--- src/rtl/mem_arbiter.sv ---
// Round-robin owner arbiter for a shared single-port memory.
// Optional grant watchdog enabled by defining ARB_TIMEOUT_EN.
module mem_arbiter #(
  parameter int WORD_WIDTH     = 16,
  parameter int NUM_REQ        = 3,
  parameter int TIMEOUT_CYCLES = 255
) (
  input  logic                          clock,
  input  logic                          nrst,
  input  logic [NUM_REQ-1:0]            req,
  input  logic [NUM_REQ*WORD_WIDTH-1:0] m_addr,
  input  logic [NUM_REQ-1:0]            m_wr_en,
  input  logic [NUM_REQ*WORD_WIDTH-1:0] m_wdata,
  output logic [NUM_REQ-1:0]            gnt,
  output logic [WORD_WIDTH-1:0]         rdata,
  output logic [WORD_WIDTH-1:0]         address,
  output logic                          wr_en,
  output logic [WORD_WIDTH-1:0]         data_out,
  input  logic [WORD_WIDTH-1:0]         data_in,
  output logic                          busy,
  output logic                          timeout
);

  localparam int PW = (NUM_REQ > 1) ? $clog2(NUM_REQ) : 1;

  typedef enum logic {
    IDLE,
    OWNED
  } state_t;

  state_t state_q, state_d;

  logic [NUM_REQ-1:0] gnt_q, gnt_d;
  logic [PW-1:0]      ptr_q, ptr_d;
  logic [PW-1:0]      own_q, own_d;
  logic [PW-1:0]      nxt;
  logic [NUM_REQ-1:0] elig;
  logic               expire;

  logic          hi_ok, lo_ok;
  logic [PW-1:0] hi, lo, pick;

  assign nxt = (own_q == PW'(NUM_REQ - 1)) ? '0 : own_q + PW'(1);

  // Lowest eligible port at/above the pointer, else lowest overall.
  always_comb begin
    hi_ok = 1'b0;
    lo_ok = 1'b0;
    hi    = '0;
    lo    = '0;
    for (int i = NUM_REQ - 1; i >= 0; i--) begin
      if (elig[i]) begin
        lo_ok = 1'b1;
        lo    = PW'(i);
        if (PW'(i) >= ptr_q) begin
          hi_ok = 1'b1;
          hi    = PW'(i);
        end
      end
    end
    pick = hi_ok ? hi : lo;
  end

  always_comb begin
    state_d = state_q;
    gnt_d   = gnt_q;
    ptr_d   = ptr_q;
    own_d   = own_q;
    unique case (state_q)
      IDLE: begin
        if (lo_ok) begin
          for (int i = 0; i < NUM_REQ; i++) begin
            gnt_d[i] = (pick == PW'(i));
          end
          own_d   = pick;
          state_d = OWNED;
        end
      end
      OWNED: begin
        if (!req[own_q] || expire) begin
          gnt_d   = '0;
          ptr_d   = nxt;
          state_d = IDLE;
        end
      end
      default: begin
        gnt_d   = '0;
        state_d = IDLE;
      end
    endcase
  end

  always_ff @(posedge clock or negedge nrst) begin
    if (!nrst) begin
      state_q <= IDLE;
      gnt_q   <= '0;
      ptr_q   <= '0;
      own_q   <= '0;
    end else begin
      state_q <= state_d;
      gnt_q   <= gnt_d;
      ptr_q   <= ptr_d;
      own_q   <= own_d;
    end
  end

`ifdef ARB_TIMEOUT_EN
  localparam logic [7:0] TO_LAST = 8'(TIMEOUT_CYCLES - 1);

  logic [7:0]         cnt_q;
  logic [NUM_REQ-1:0] mask_q;
  logic               to_q;

  // Grant is held for exactly TIMEOUT_CYCLES cycles before revocation.
  assign expire = (state_q == OWNED) && req[own_q] && (cnt_q == TO_LAST);
  assign elig    = req & ~mask_q;
  assign timeout = to_q;

  always_ff @(posedge clock or negedge nrst) begin
    if (!nrst) begin
      cnt_q  <= '0;
      mask_q <= '0;
      to_q   <= 1'b0;
    end else begin
      if (state_q == OWNED && state_d == OWNED) begin
        cnt_q <= cnt_q + 8'd1;
      end else begin
        cnt_q <= '0;
      end
      mask_q <= (mask_q & req) | (expire ? gnt_q : '0);
      if (expire) begin
        to_q <= 1'b1;
      end
    end
  end
`else
  localparam int unused_timeout_cycles = TIMEOUT_CYCLES;

  assign expire  = 1'b0;
  assign elig    = req;
  assign timeout = 1'b0;
`endif

  // Only the granted slice can reach the memory port.
  always_comb begin
    address  = '0;
    data_out = '0;
    wr_en    = 1'b0;
    for (int i = 0; i < NUM_REQ; i++) begin
      if (gnt_q[i]) begin
        address  = address  | m_addr[i*WORD_WIDTH +: WORD_WIDTH];
        data_out = data_out | m_wdata[i*WORD_WIDTH +: WORD_WIDTH];
        wr_en    = wr_en    | m_wr_en[i];
      end
    end
  end

  assign gnt   = gnt_q;
  assign busy  = |gnt_q;
  assign rdata = data_in;

endmodule

--- config.mk ---
export PLATFORM = sky130hd
export DESIGN_NAME = mem_arbiter
export DESIGN_NICKNAME = d
export VERILOG_FILES = /design/src/rtl/mem_arbiter.sv
export SDC_FILE = /design/constraint.sdc
export NUM_CORES = 1
export LEC_CHECK = 0
export ABC_CLOCK_PERIOD_IN_PS = 3100
export CORE_MARGIN = 5
export CORE_UTILIZATION = 23
export CTS_CLUSTER_SIZE = 30
export DETAILED_ROUTE_END_ITERATION = 6
export PLACE_DENSITY_LB_ADDON = 0.08
export SYNTH_ARGS = -nofsm -noshare
export SYNTH_HDL_FRONTEND = slang
export SYNTH_SLANG_ARGS = --single-unit
export TNS_END_PERCENT = 1
--- constraint.sdc ---
create_clock -name clock -period 3.1 [get_ports clock]
set_clock_uncertainty 0.05 [all_clocks]
set_input_delay 0.31 -clock clock [delete_from_list [all_inputs] [get_ports clock]]
set_output_delay 0.31 -clock clock [all_outputs]
set_load 0.02 [all_outputs]
==> impl_metrics.py, run 1 <==
metrics = {
    "logic_synthesis": {
        "synth-seq-cells": 8,
        "ys.flop_type": "dfrtp_1",
        "synthesis.nets": 258,
        "syn_area_mm2": 0.00103,
        "synthArstFlopShare": 1.00,
        "avgSynthCellArea_um2": 7.43,
        "synth_edf_count": 0,
        "syn_inst": 138,
        "ys.warnings.count": 0,
        "yosysSeqAreaShare": 0.195,
        "synth_cell_types": 25,
    },
    "detailed_routing": {
        "num_vias": 1559,
        "drt-total-wl_um": 5500,
        "drt_iter0_markers": 175,
        "via_per_inst": 5.06,
        "wire_per_inst_um": 17.8,
        "drc": 0,
        "antenna_left": 0,
        "first_pass_iters": 5,
    },
    "critical_path": {
        "path_class": "reg -> out",
        "cp_slowest_cell": "dfrtp_1",
        "crit_arrival_ps": 2060,
        "endpoint_kind": "output pin",
        "max_stage_delay_ps": 620,
        "path_buf_inv": 3,
        "crit_chain": "buf_4 > a222oi_1 > inv_1 > clkdlybuf4s50_1",
        "r2r-start": "own_q[0]",
        "cp_top_family": "buffers and inverters",
        "crit_required_ps": 2740,
        "path_max_fanout": 23,
        "worstSetupStartpointType": "flop",
        "crit_path_start": "gnt[1]",
    },
    "layout": {
        "nFillCells": 393,
        "num_antenna_cells": 0,
        "syn2layout_area_growth_pct": 133,
        "nets": 378,
        "drive_gt1_frac": 0.0313,
        "utilization": 0.549,
    },
    "clock_tree": {
        "cts.reportedPaths.clkPinSlew_ps": 40,
        "cts_tree": "done",
        "post-cts-setup-buffers": 0,
        "h-tree-depth": 1,
        "clk_latency_ps": 230,
        "clock_path_buffers": 2,
        "hold_buffers": 0,
        "cts_buffers": 3,
        "cts_root_buf": "clkbuf_8",
        "clock-sinks": 8,
        "cts_resized": 0,
    },
    "global_routing": {
        "antenna_found_initial": 0,
        "grt_pass1_wl_um": 8270,
        "grt_pass1_vias": 1413,
        "grt_max_degree": 36,
        "track_usage": 0.170,
        "grt_overflow_total": 0,
    },
    "place": {
        "pre_cts_slack_ps": 936,
        "port_buffers": 140,
        "gp_congestion": 0.816,
        "dp_hpwl_um": 4420,
    },
    "sta": {
        "tns_ps": 0,
        "fmax_mhz": 414,
        "fin_crit_sh": 0.780,
        "final_max_slew_viol_count": 0,
        "finalHoldViolations": 0,
        "rsz0062_at_grt": "false",
        "fin_ws_ps": 682,
        "finalSetupViolations": 0,
        "fin_crit_ps": 2420,
        "hold-worst-slack_ps": 313,
    },
    "pwr": {
        "p_per_area_mw_per_mm2": 826,
        "cellLeakagePower_nw": 1.09,
        "vdd.ir_drop.worst_uv": 402,
    },
    "floorplanning": {
        "core_mm2": 0.00435,
        "num_rows": 24,
        "dieHeight_um": 76.8,
        "die_x_um": 76.8,
        "ioPinCount": 174,
        "initial_core_util": 0.236,
        "dieArea_mm2": 0.00590,
    },
    "worst_hold_path": {
        "hold_path.class": "in -> async",
    },
    "outcome": {
        "status": "finished, final reports clean",
    },
    "flow_run": {
        "drv_cap": 0,
    },
}
## synthesized netlist by cell type, types with 2 or more instances
master / instances / area [um2]
inv_1: 36 / 135
a222oi_1: 33 / 330
buf_4: 17 / 128
clkbuf_1: 11 / 41.3
dfrtp_1: 8 / 200
o21ai_0: 6 / 30.0
nand2_1: 5 / 18.8
a21oi_1: 2 / 10.0
nor2_1: 2 / 7.51
nor2b_1: 2 / 12.5
o31ai_1: 2 / 15.0
## cell families (layout without fill, tap and decap cells)
| logic type | Yosys count | in the layout | share of synthesized area |
|---|---|---|---|
| buffers and inverters | 65 | 183 | 0.301 |
| AO/OA/AOI/OAI | 48 | 48 | 0.415 |
| AND/OR/NAND/NOR | 15 | 15 | 0.0756 |
| flip-flops | 8 | 8 | 0.195 |
| other | 1 | 1 | 0.00366 |
| multiplexers | 1 | 1 | 0.00976 |
## flip-flops by register name, summed over array words and instances (netlist names)
signal   flops
ptr_q        2
state_q      1
gnt          3
own_q        2
## stage by stage
stage          instances  total power [mW]  instance area, um2
5_1_grt              308              2.10                2390
3_5_place_dp         305              1.85                2350
3_3_place_gp         305              1.86                2350
6_report             308              1.97                2390
2_1_floorplan        138              1.10                1030
4_1_cts              308              1.99                2390
## placed cells by master (no fill, tap or decap), types with 3 or more instances in the layout
| cell | count |
|---|---|
| o21ai_0 | 6 |
| clkdlybuf4s50_1 | 140 |
| buf_4 | 4 |
| dfrtp_1 | 8 |
| a222oi_1 | 33 |
| nand2_1 | 5 |
| clkbuf_8 | 3 |
| inv_1 | 36 |
## layer usage
metal	global-route usage	up-vias	wire [um]
met3	0.0433	10	545
met4	0.0507	0	114
li1	-	745	-
met1	0.233	697	2330
met2	0.260	107	2500
met5	0	-	0
## worst register-to-register path: stages (launching register included)
cell     delay [ps]
dfrtp_1         420
mux2i_1         210
o22ai_1         150
or2_1           270
o31ai_1         240
## power by group
group / internal, mW / switching [mW]
clock: 0.0844 / 0.0444
combinational: 0.814 / 0.817
sequential: 0.150 / 0.0627
## worst paths after layout
path / to / slack [ps] / cells after the start
min: ptr_q[0] / 310 / 1
max: address[10] / 680 / 4
max reg2reg: ptr_q[0] / 1650 / 4
max in group asynchronous: own_q[1] / 2420 / 1
min reg2reg: state_q / 490 / 2
min in group clock: state_q / 490 / 2
## area by class of cell
class,count,area (um2),area share
Timing Repair Buffer,144,1430,0.599
Multi-Input combinational cell,65,517,0.216
Sequential cell,8,200,0.0838
Inverter,36,135,0.0565
Tap cell,52,65.1,0.0272
Clock buffer,3,41.3,0.0173
No activity file was read; power rests on OpenSTA's default activity.
==> run 2: changes to the inputs <==
- ABC_CLOCK_PERIOD_IN_PS: 3100 -> 2400
- CORE_UTILIZATION: 23 -> 22
- clock period: 3.1 -> 2.4 ns (I/O delays scaled with it)
==> run 2 against run 1 <==
Effect of this change: the flow now finishes with violations (DRC); die area rose by 3.9%; via count fell by 1.4%; routed wire length rose by 2.5%; sequential cell count did not move; clock power rose by 22%; global-route usage fell by 0.99 points; count of clock-buffer cells in the layout did not move; critical path type unchanged.
==> impl_metrics.py, run 2 (synthesized netlist as in run 1, its figures left out) <==
metrics = {
    "critical_path": {
        "r2r-start": "own_q[0]",
        "r2r-end": "gnt[1]",
        "worstSetupStartpointType": "flop",
        "reg2reg_setup_slack_ps": 970,
        "crit_path_start": "gnt[1]",
        "path_max_fanout": 19,
        "reg2reg_depth": 4,
        "endpoint_kind": "output pin",
        "crit_required_ps": 2110,
        "crit_arrival_ps": 1910,
        "crit_end": "data_out[10]",
        "path_class": "reg -> out",
    },
    "clock_tree": {
        "clock-sinks": 8,
        "clock_path_buffers": 2,
        "cts_buffers": 3,
        "h-tree-depth": 1,
        "cts.reportedPaths.clkPinSlew_ps": 40,
        "post-cts-setup-buffers": 0,
        "cts_resized": 0,
        "cts_tree": "done",
        "cts_root_buf": "clkbuf_8",
        "clk_latency_ps": 230,
        "hold_buffers": 0,
    },
    "pwr": {
        "vdd.ir_drop.worst_uv": 591,
        "power_mw": 2.56,
        "p_per_area_mw_per_mm2": 1070,
        "cellLeakagePower_nw": 1.10,
    },
    "detailed_routing": {
        "drt_iter0_markers": 135,
        "via_per_inst": 4.96,
        "antenna_left": 0,
        "wire_per_inst_um": 18.2,
        "num_vias": 1537,
        "drc": 9,
        "first_pass_iters": 7,
        "drt-total-wl_um": 5630,
    },
    "place": {
        "pre_cts_slack_ps": 457,
        "gp_congestion": 0.846,
        "port_buffers": 140,
        "dp_hpwl_um": 4650,
        "place_area_mm2": 0.00236,
        "dpl.cell_count": 307,
    },
    "layout": {
        "drive_gt1_frac": 0.0388,
        "stdcell_area_mm2": 0.00240,
        "finalNonFillerCells": 310,
        "seq_area_um2": 200,
        "final_cell_mix": "140 x clkdlybuf4s50_1, 36 x inv_1, 33 x a222oi_1",
        "multi_input_area_um2": 517,
        "final_common_cell": "clkdlybuf4s50_1",
        "nets": 380,
        "num_antenna_cells": 0,
        "nFillCells": 414,
        "largest_reg_flops": 3,
        "syn2layout_area_growth_pct": 134,
        "utilization": 0.541,
    },
    "global_routing": {
        "grt_pass1_wl_um": 7910,
        "antenna_found_initial": 0,
        "gr-max-usage-layer": "met2",
        "grt_overflow_total": 0,
        "gr-usage-met1": 0.201,
        "grt_pass1_vias": 1418,
        "use_met3": 0.0412,
        "grt_max_degree": 24,
        "track_usage": 0.160,
        "use_met2": 0.279,
    },
    "sta": {
        "rsz0062_at_grt": "false",
        "fin_crit_sh": 0.916,
        "hold-worst-slack_ps": 247,
        "fmax_mhz": 455,
        "fin_ws_ps": 201,
        "tns_ps": 0,
        "fin_crit_ps": 2200,
        "finalSetupViolations": 0,
        "finalHoldViolations": 0,
        "final_max_slew_viol_count": 0,
    },
    "floorplanning": {
        "die_x_um": 78.3,
        "ioPinCount": 174,
        "dieHeight_um": 78.3,
        "core_mm2": 0.00444,
        "dieArea_mm2": 0.00613,
        "initial_core_util": 0.231,
        "num_rows": 24,
    },
    "outcome": {
        "violations": "DRC",
        "status": "finished, violations left",
    },
    "worst_hold_path": {
        "hold_path.class": "in -> async",
    },
    "flow_run": {
        "drv_cap": 0,
    },
}
run 2: worst min path at each step:
| stage | startpoint | end | cells past startpoint |
|---|---|---|---|
| 6_report | nrst | own_q[0] | 1 |
| 5_1_grt | nrst | own_q[0] | 1 |
| 4_1_cts | nrst | own_q[0] | 1 |
| 3_5_place_dp | data_in[15] | rdata[15] | 0 |
| 3_3_place_gp | data_in[15] | rdata[15] | 0 |
| 2_1_floorplan | nrst | gnt[0] | 0 |
run 2: power by group:
| part | total [mW] | switching, mW | internal (mW) | leakage, nW |
|---|---|---|---|---|
| Sequential | 0.268 | 0.0738 | 0.195 | 0.102 |
| Combinational | 2.14 | 1.07 | 1.07 | 0.976 |
| Clock | 0.158 | 0.0493 | 0.108 | 0.0216 |
| Total | 2.56 | 1.19 | 1.37 | 1.10 |
run 2: worst max-delay path: stages, from the launching register on:
cell             delay (ps)
dfrtp_1                 460
buf_4                   240
a222oi_1                320
inv_1                   100
clkdlybuf4s50_1         560
run 2: final cells by class:
type / instances / share of cell area
Sequential cell: 8 / 0.0832
Timing Repair Buffer: 146 / 0.601
Multi-Input combinational cell: 65 / 0.215
Inverter: 36 / 0.0562
Tap cell: 52 / 0.0271
Clock buffer: 3 / 0.0172
run 2: per-layer routing:
layer  routed length (um)  share of wire  vias to the layer above
met4                   44         0.0078                        0
li1                     -              -                      750
met3                  578           0.10                        6
met2                 2770           0.49                       85
met1                 2230           0.40                      696
met5                    0              0                        -
